`src/rtl/kettle_ctrl_v2.sv`:
```
// Kettle controller: programmable setpoint, keep-warm hysteresis, heating watchdog, debounced water level.
// Optional KETTLE_BOIL_DRY_EN adds a dry-boil detector (fast temperature rise while heating).
module kettle_ctrl_v2 #(
    parameter int TEMP_W      = 8,
    parameter int MAX_TEMP    = 110,
    parameter int HYST        = 4,
    parameter int TIMEOUT_CYC = 1000,
    parameter int WARM_CYC    = 500,
    parameter int DEB_N       = 3
) (
    input  logic              clk,
    input  logic              rst,
    input  logic              start_button,
    input  logic              cancel_button,
    input  logic [TEMP_W-1:0] setpoint,
    input  logic [TEMP_W-1:0] temperature_sensor,
    input  logic              water_level_sensor,
    output logic              heater,
    output logic              indicator,
    output logic              shutdown,
    output logic [1:0]        fault_code,
    output logic [2:0]        state_out
);
    localparam logic [2:0] S_IDLE  = 3'd0;
    localparam logic [2:0] S_HEAT  = 3'd1;
    localparam logic [2:0] S_READY = 3'd2;
    localparam logic [2:0] S_WARM  = 3'd3;
    localparam logic [2:0] S_FAULT = 3'd4;

    localparam int TCNT_W = $clog2(TIMEOUT_CYC + 1);
    localparam int WCNT_W = $clog2(WARM_CYC + 1);
    localparam int DCNT_W = $clog2(DEB_N + 1);

    localparam logic [TEMP_W-1:0] LP_MAX   = TEMP_W'(MAX_TEMP);
    localparam logic [TEMP_W-1:0] LP_SPMAX = TEMP_W'(MAX_TEMP - 1);
    localparam logic [TEMP_W-1:0] LP_FEXIT = TEMP_W'(MAX_TEMP - HYST);
    localparam logic [TEMP_W:0]   LP_HYST  = (TEMP_W+1)'(HYST);

    logic [2:0]        r_state, w_next;
    logic [1:0]        r_fault, w_fault;
    logic [TEMP_W-1:0] r_sp_lat;
    logic [TCNT_W-1:0] r_tcnt;
    logic [WCNT_W-1:0] r_wcnt;
    logic              r_wl_ok;
    logic [DCNT_W-1:0] r_deb_cnt;

    logic              w_below_max, w_tmo, w_wdone, w_warm_heat, w_dry, w_start_heat;
    logic [TEMP_W-1:0] w_sp_eff;

    assign w_below_max  = temperature_sensor < LP_MAX;
    assign w_tmo        = r_tcnt == TCNT_W'(TIMEOUT_CYC - 1);
    assign w_wdone      = r_wcnt == WCNT_W'(WARM_CYC - 1);
    assign w_sp_eff     = (setpoint > LP_SPMAX) ? LP_SPMAX : setpoint;
    // Sum is one bit wider so temp near full scale cannot wrap and re-enable the heater.
    assign w_warm_heat  = ({1'b0, temperature_sensor} + LP_HYST) <= {1'b0, r_sp_lat};
    assign w_start_heat = (r_state == S_IDLE) && (w_next == S_HEAT);

`ifdef KETTLE_BOIL_DRY_EN
    logic [TEMP_W-1:0] r_dly [8];
    logic [3:0]        r_dly_cnt;

    // r_dly[7] is the temperature 8 cycles ago; only trusted once 8 HEATING samples exist.
    assign w_dry = (r_dly_cnt == 4'd8) &&
                   ({1'b0, temperature_sensor} >= ({1'b0, r_dly[7]} + (TEMP_W+1)'(16)));

    always_ff @(posedge clk or posedge rst) begin
        if (rst) begin
            for (int i = 0; i < 8; i++) r_dly[i] <= '0;
            r_dly_cnt <= '0;
        end else begin
            r_dly[0] <= temperature_sensor;
            for (int i = 1; i < 8; i++) r_dly[i] <= r_dly[i-1];
            if (w_start_heat || r_state != S_HEAT) r_dly_cnt <= '0;
            else if (r_dly_cnt != 4'd8)            r_dly_cnt <= r_dly_cnt + 4'd1;
        end
    end
`else
    assign w_dry = 1'b0;
`endif

    always_ff @(posedge clk or posedge rst) begin
        if (rst) begin
            r_wl_ok   <= 1'b0;
            r_deb_cnt <= '0;
        end else if (water_level_sensor == r_wl_ok) begin
            r_deb_cnt <= '0;
        end else if (r_deb_cnt == DCNT_W'(DEB_N - 1)) begin
            r_wl_ok   <= water_level_sensor;
            r_deb_cnt <= '0;
        end else begin
            r_deb_cnt <= r_deb_cnt + DCNT_W'(1);
        end
    end

    always_ff @(posedge clk or posedge rst) begin
        if (rst) begin
            r_state <= S_IDLE;
            r_fault <= 2'd0;
        end else begin
            r_state <= w_next;
            r_fault <= w_fault;
        end
    end

    always_comb begin
        w_next  = r_state;
        w_fault = r_fault;
        case (r_state)
            S_IDLE: begin
                w_fault = 2'd0;
                if (start_button && r_wl_ok && w_below_max) w_next = S_HEAT;
            end
            S_HEAT: begin
                if (!w_below_max)           begin w_next = S_FAULT; w_fault = 2'd1; end
                else if (!r_wl_ok || w_dry) begin w_next = S_FAULT; w_fault = 2'd2; end
                else if (w_tmo)             begin w_next = S_FAULT; w_fault = 2'd3; end
                else if (cancel_button)     w_next = S_IDLE;
                else if (temperature_sensor >= r_sp_lat) w_next = S_READY;
            end
            S_READY: w_next = cancel_button ? S_IDLE : S_WARM;
            S_WARM: begin
                if (!w_below_max)                 begin w_next = S_FAULT; w_fault = 2'd1; end
                else if (!r_wl_ok)                begin w_next = S_FAULT; w_fault = 2'd2; end
                else if (cancel_button || w_wdone) w_next = S_IDLE;
            end
            S_FAULT: begin
                if (!start_button && cancel_button && (temperature_sensor < LP_FEXIT) && r_wl_ok) begin
                    w_next  = S_IDLE;
                    w_fault = 2'd0;
                end
            end
            default: begin
                w_next  = S_IDLE;
                w_fault = 2'd0;
            end
        endcase
    end

    always_ff @(posedge clk or posedge rst) begin
        if (rst) begin
            r_sp_lat <= '0;
            r_tcnt   <= '0;
            r_wcnt   <= '0;
        end else begin
            if (w_start_heat) begin
                r_sp_lat <= w_sp_eff;
                r_tcnt   <= '0;
            end else if (r_state == S_HEAT) begin
                r_tcnt <= r_tcnt + TCNT_W'(1);
            end
            if (r_state == S_READY)     r_wcnt <= '0;
            else if (r_state == S_WARM) r_wcnt <= r_wcnt + WCNT_W'(1);
        end
    end

    always_comb begin
        heater     = 1'b0;
        indicator  = 1'b0;
        shutdown   = 1'b0;
        fault_code = r_fault;
        state_out  = r_state;
        case (r_state)
            S_HEAT:  heater = 1'b1;
            S_READY: indicator = 1'b1;
            S_WARM: begin
                indicator = 1'b1;
                heater    = w_warm_heat;
            end
            S_FAULT: shutdown = 1'b1;
            default: ;
        endcase
    end
endmodule

```
`config.mk`:
```
export PLATFORM = sky130hd
export DESIGN_NAME = kettle_ctrl_v2
export DESIGN_NICKNAME = d
export VERILOG_FILES = /design/src/rtl/kettle_ctrl_v2.sv
export SDC_FILE = /design/constraint.sdc
export NUM_CORES = 1
export LEC_CHECK = 0
export ABC_AREA = 1
export CORE_UTILIZATION = 60
export CTS_CLUSTER_DIAMETER = 30
export DETAILED_ROUTE_END_ITERATION = 8
export GPL_TIMING_DRIVEN = 0
export PLACE_DENSITY = 0.85
export SYNTH_ARGS = -nofsm -noshare
export SYNTH_HDL_FRONTEND = slang
export SYNTH_SLANG_ARGS = --single-unit
```
`constraint.sdc`:
```
create_clock -name clk -period 3.3 [get_ports clk]
set_input_delay 0.66 -clock clk [delete_from_list [all_inputs] [get_ports clk]]
set_output_delay 0.66 -clock clk [all_outputs]
set_load 0.1 [all_outputs]
```
==> summary.txt <==
Final Slew Violations -> 0
Worst Hold Class -> reg2reg
Final Power -> 1.79 mW
Worst clock skew -> 0.00196 ns
Netlist cell types -> 34
R2r endpoint -> state_out[0]
Top-Level Pins -> 29
Die area -> 4220 um2
FP Rows -> 22
1st-pass router iterations -> 4
Vias in the first global route -> 2111
VDD IR max -> 462 uV
Largest net degree at the start of global routing -> 36
Initial antenna violation count -> 0
Yosys warning total -> 0
Die W -> 65.0 um
Measured slew at the worst slew-check pin -> 0.993 ns
Leakage power -> 1.44 nW
Crit path to -> heater
CTS tree -> yes
Max Clk Rate -> 0.320 GHz
Global-route wire length before repair -> 9330 um
Fin. Hold Viols -> 0
Layout Nets -> 384
P per Cell Area -> 626 nW/um2
Vias per cell -> 5.51
Setup crit start kind -> input pin
Status -> finished clean
Clock buffer depth -> 2
Ratio of cells with drive above 1 in the final layout -> 12.7%
Average instance area after synthesis -> 7.68 um2
Fillers -> 288
Post-synth ARST share -> 100%
DP HPWL -> 3960 um
Worst Reg2Reg Path Length in Cells -> 12
Clock-pin slew on the worst setup and hold paths -> 0.07 ns
Final number of setup-violating endpoints -> 0
All-Layer GR Usage -> 29.1%
Starting Density -> 63.6%
DR DRC count -> 0
Multi-input gate area -> 1340 um2
EDFF count, synth -> 0
DR vias -> 2170
CP Class -> in2out
Storage element area -> 876 um2
R2R setup slack -> 1.69 ns
Synth Flop Type -> dfrtp_1
Root Driver -> clkbuf_8
Clk_lat worst skew -> 0.29 ns
CP startpoint -> temperature_sensor[2]
Crit share post-route -> 94.6%
Remaining global-route overflow -> 0
RSZ-0062 raised after global routing -> no
Area delta synth->final -> 19.9%
CP Capture Type -> primary output
Inserted Clock Buffers -> 5
Synth Register Bits -> 35
Starting DRT DRC Count -> 192
Syn nets -> 349
Ant. Diodes -> 0
CP required -> 2.64 ns
Cell count after synthesis -> 310
Final ANT Viol Nets -> 0
Crit-path max FO -> 5
Cts hold-fix bufs -> 0
Routed WL -> 5300 um
H-tree Lvls -> 2
Setup tns final -> 0 ns
PortBufs -> 28
Avg WL per Cell -> 13.4 um
Die H -> 65.0 um
FF-to-FF Start -> r_sp_lat[2]
Core area -> 3740 um2
Routability cong. -> 0.871
CTS sink cnt -> 35
Post-Syn Area -> 2380 um2
Seq/Total Area, Yosys -> 36.8%
Dpl cells -> 386
Total of max-cap violations -> 0
Slew HR -> 33.6%
Filler-free cell count of the finished design -> 394
Fin crit period -> 3.12 ns
Crit path DAT -> 2.46 ns
## critical path, cell delays in order
cell and delay, ns:
clkbuf_4 0.15, ha_4 0.16, inv_1 0.06, nor2_2 0.11, xnor2_1 0.12, inv_1 0.06
ha_1 0.28, nand2_1 0.10, inv_1 0.05, nand3_1 0.12, nor2_2 0.05, nor2_1 0.09
nand2_1 0.06, nand2_1 0.06, nand2_1 0.06, nand2_2 0.09, buf_12 0.18
## worst min-delay path by stage
| stage | startpoint | end | slack (ns) | depth (start not counted) |
|---|---|---|---|---|
| final | r_deb_cnt[0] | r_deb_cnt[0] | 0.44 | 1 |
| after global routing | r_deb_cnt[0] | r_deb_cnt[0] | 0.47 | 1 |
| after CTS | r_deb_cnt[0] | r_deb_cnt[0] | 0.44 | 1 |
| after detailed placement | r_deb_cnt[0] | r_deb_cnt[0] | 0.43 | 1 |
| after global placement | r_deb_cnt[0] | r_deb_cnt[0] | 0.42 | 1 |
| after floorplan | r_deb_cnt[0] | r_deb_cnt[0] | 0.41 | 1 |
## cell usage in the layout (no fill, tap or decap), types with 4 or more instances in the layout
cell | synthesis | final
xor2_1 | 9 | 9
ha_1 | 18 | 17
o21ai_1 | 5 | 5
inv_1 | 41 | 40
nand2_2 | 3 | 4
dfrtp_1 | 35 | 35
clkdlybuf4s50_1 | 0 | 21
a21oi_1 | 12 | 12
nand4_1 | 6 | 6
nor2_2 | 5 | 7
nand3_1 | 18 | 18
clkbuf_8 | 0 | 5
nor3_1 | 10 | 9
inv_2 | 3 | 4
o21ai_0 | 13 | 13
xnor2_1 | 4 | 4
nor2_1 | 36 | 34
nand2_1 | 66 | 65
## what timing repair did
action | 4_1_cts | 5_1_grt
gates resized for setup | 20 | 12
setup buffers | 0 | 0
setup endpoints to repair | 1 | 1
pin swaps | 1 | 1
cloned | 0 | 0
## cells by family (layout without fill, tap and decap cells)
logic type	count (synthesis)	count (layout)	share of synthesized area [%]
simple gates	160	160	32.3
buf+inv	47	83	8.10
flops	35	35	36.8
compound gates	37	37	8.57
fa+ha+maj	18	18	9.46
xor+xnor	13	13	4.78
## power by group
part	internal (mW)	switching [mW]	total (mW)
sequential	0.527	0.0880	0.615
combinational	0.259	0.522	0.781
clock	0.225	0.166	0.391
total	1.01	0.776	1.79
## cell type report
class / instances / share of cell area [%]
Buffer: 2 / 0.789
Clock buffer: 5 / 2.41
Clock inverter: 3 / 1.53
Inverter: 45 / 5.96
Multi-Input combinational cell: 228 / 46.8
Sequential cell: 35 / 30.7
Tap cell: 48 / 2.10
Timing Repair Buffer: 28 / 9.69
## flip-flops by register name (all words and copies together), names as in the netlist
signal and cells:
r_wl_ok 1, r_deb_cnt 2, fault_code 2, r_sp_lat 8, r_wcnt 9, state_out 3
r_tcnt 10
## synth_stat cells (2+ instances only)
cell | count | area share (%)
nand2_4 | 2 | 0.95
nor2_2 | 5 | 1.3
o21ai_1 | 5 | 1.1
inv_2 | 3 | 0.47
and3_1 | 2 | 0.53
nor2_4 | 2 | 0.95
nand4_1 | 6 | 1.6
a21oi_1 | 12 | 2.5
buf_6 | 2 | 0.95
ha_1 | 18 | 9.5
xnor2_1 | 4 | 1.5
dfrtp_1 | 35 | 37
nand3_2 | 2 | 0.84
nor3b_1 | 2 | 0.63
o21ai_0 | 13 | 2.7
nor2_1 | 36 | 5.7
nand2_2 | 3 | 0.79
inv_1 | 41 | 6.5
a21o_1 | 3 | 0.95
nor3_1 | 10 | 2.1
nand2_1 | 66 | 10
xor2_1 | 9 | 3.3
nand3_1 | 18 | 3.8
## routing by layer
layer  track usage, %  share of wire [%]  routed length [um]
met1             37.9                 45                2360
met3             5.46                5.2                 278
met4             10.6                1.9                 100
met2             48.0                 48                2560
met5                0                  0                   0
## stage by stage
step	cell area, um2	hold slack [ns]	util, %	setup slack (ns)
after floorplan	2380	0.408	-	0.0111
after global placement	2730	0.416	72.8	-1.22
after detailed placement	2730	0.431	72.8	-1.27
after CTS	2860	0.442	76.4	0.0448
after global routing	2850	0.466	76.2	0.00623
final	2850	0.441	76.2	0.179
Power figures use the tool's default switching activity.
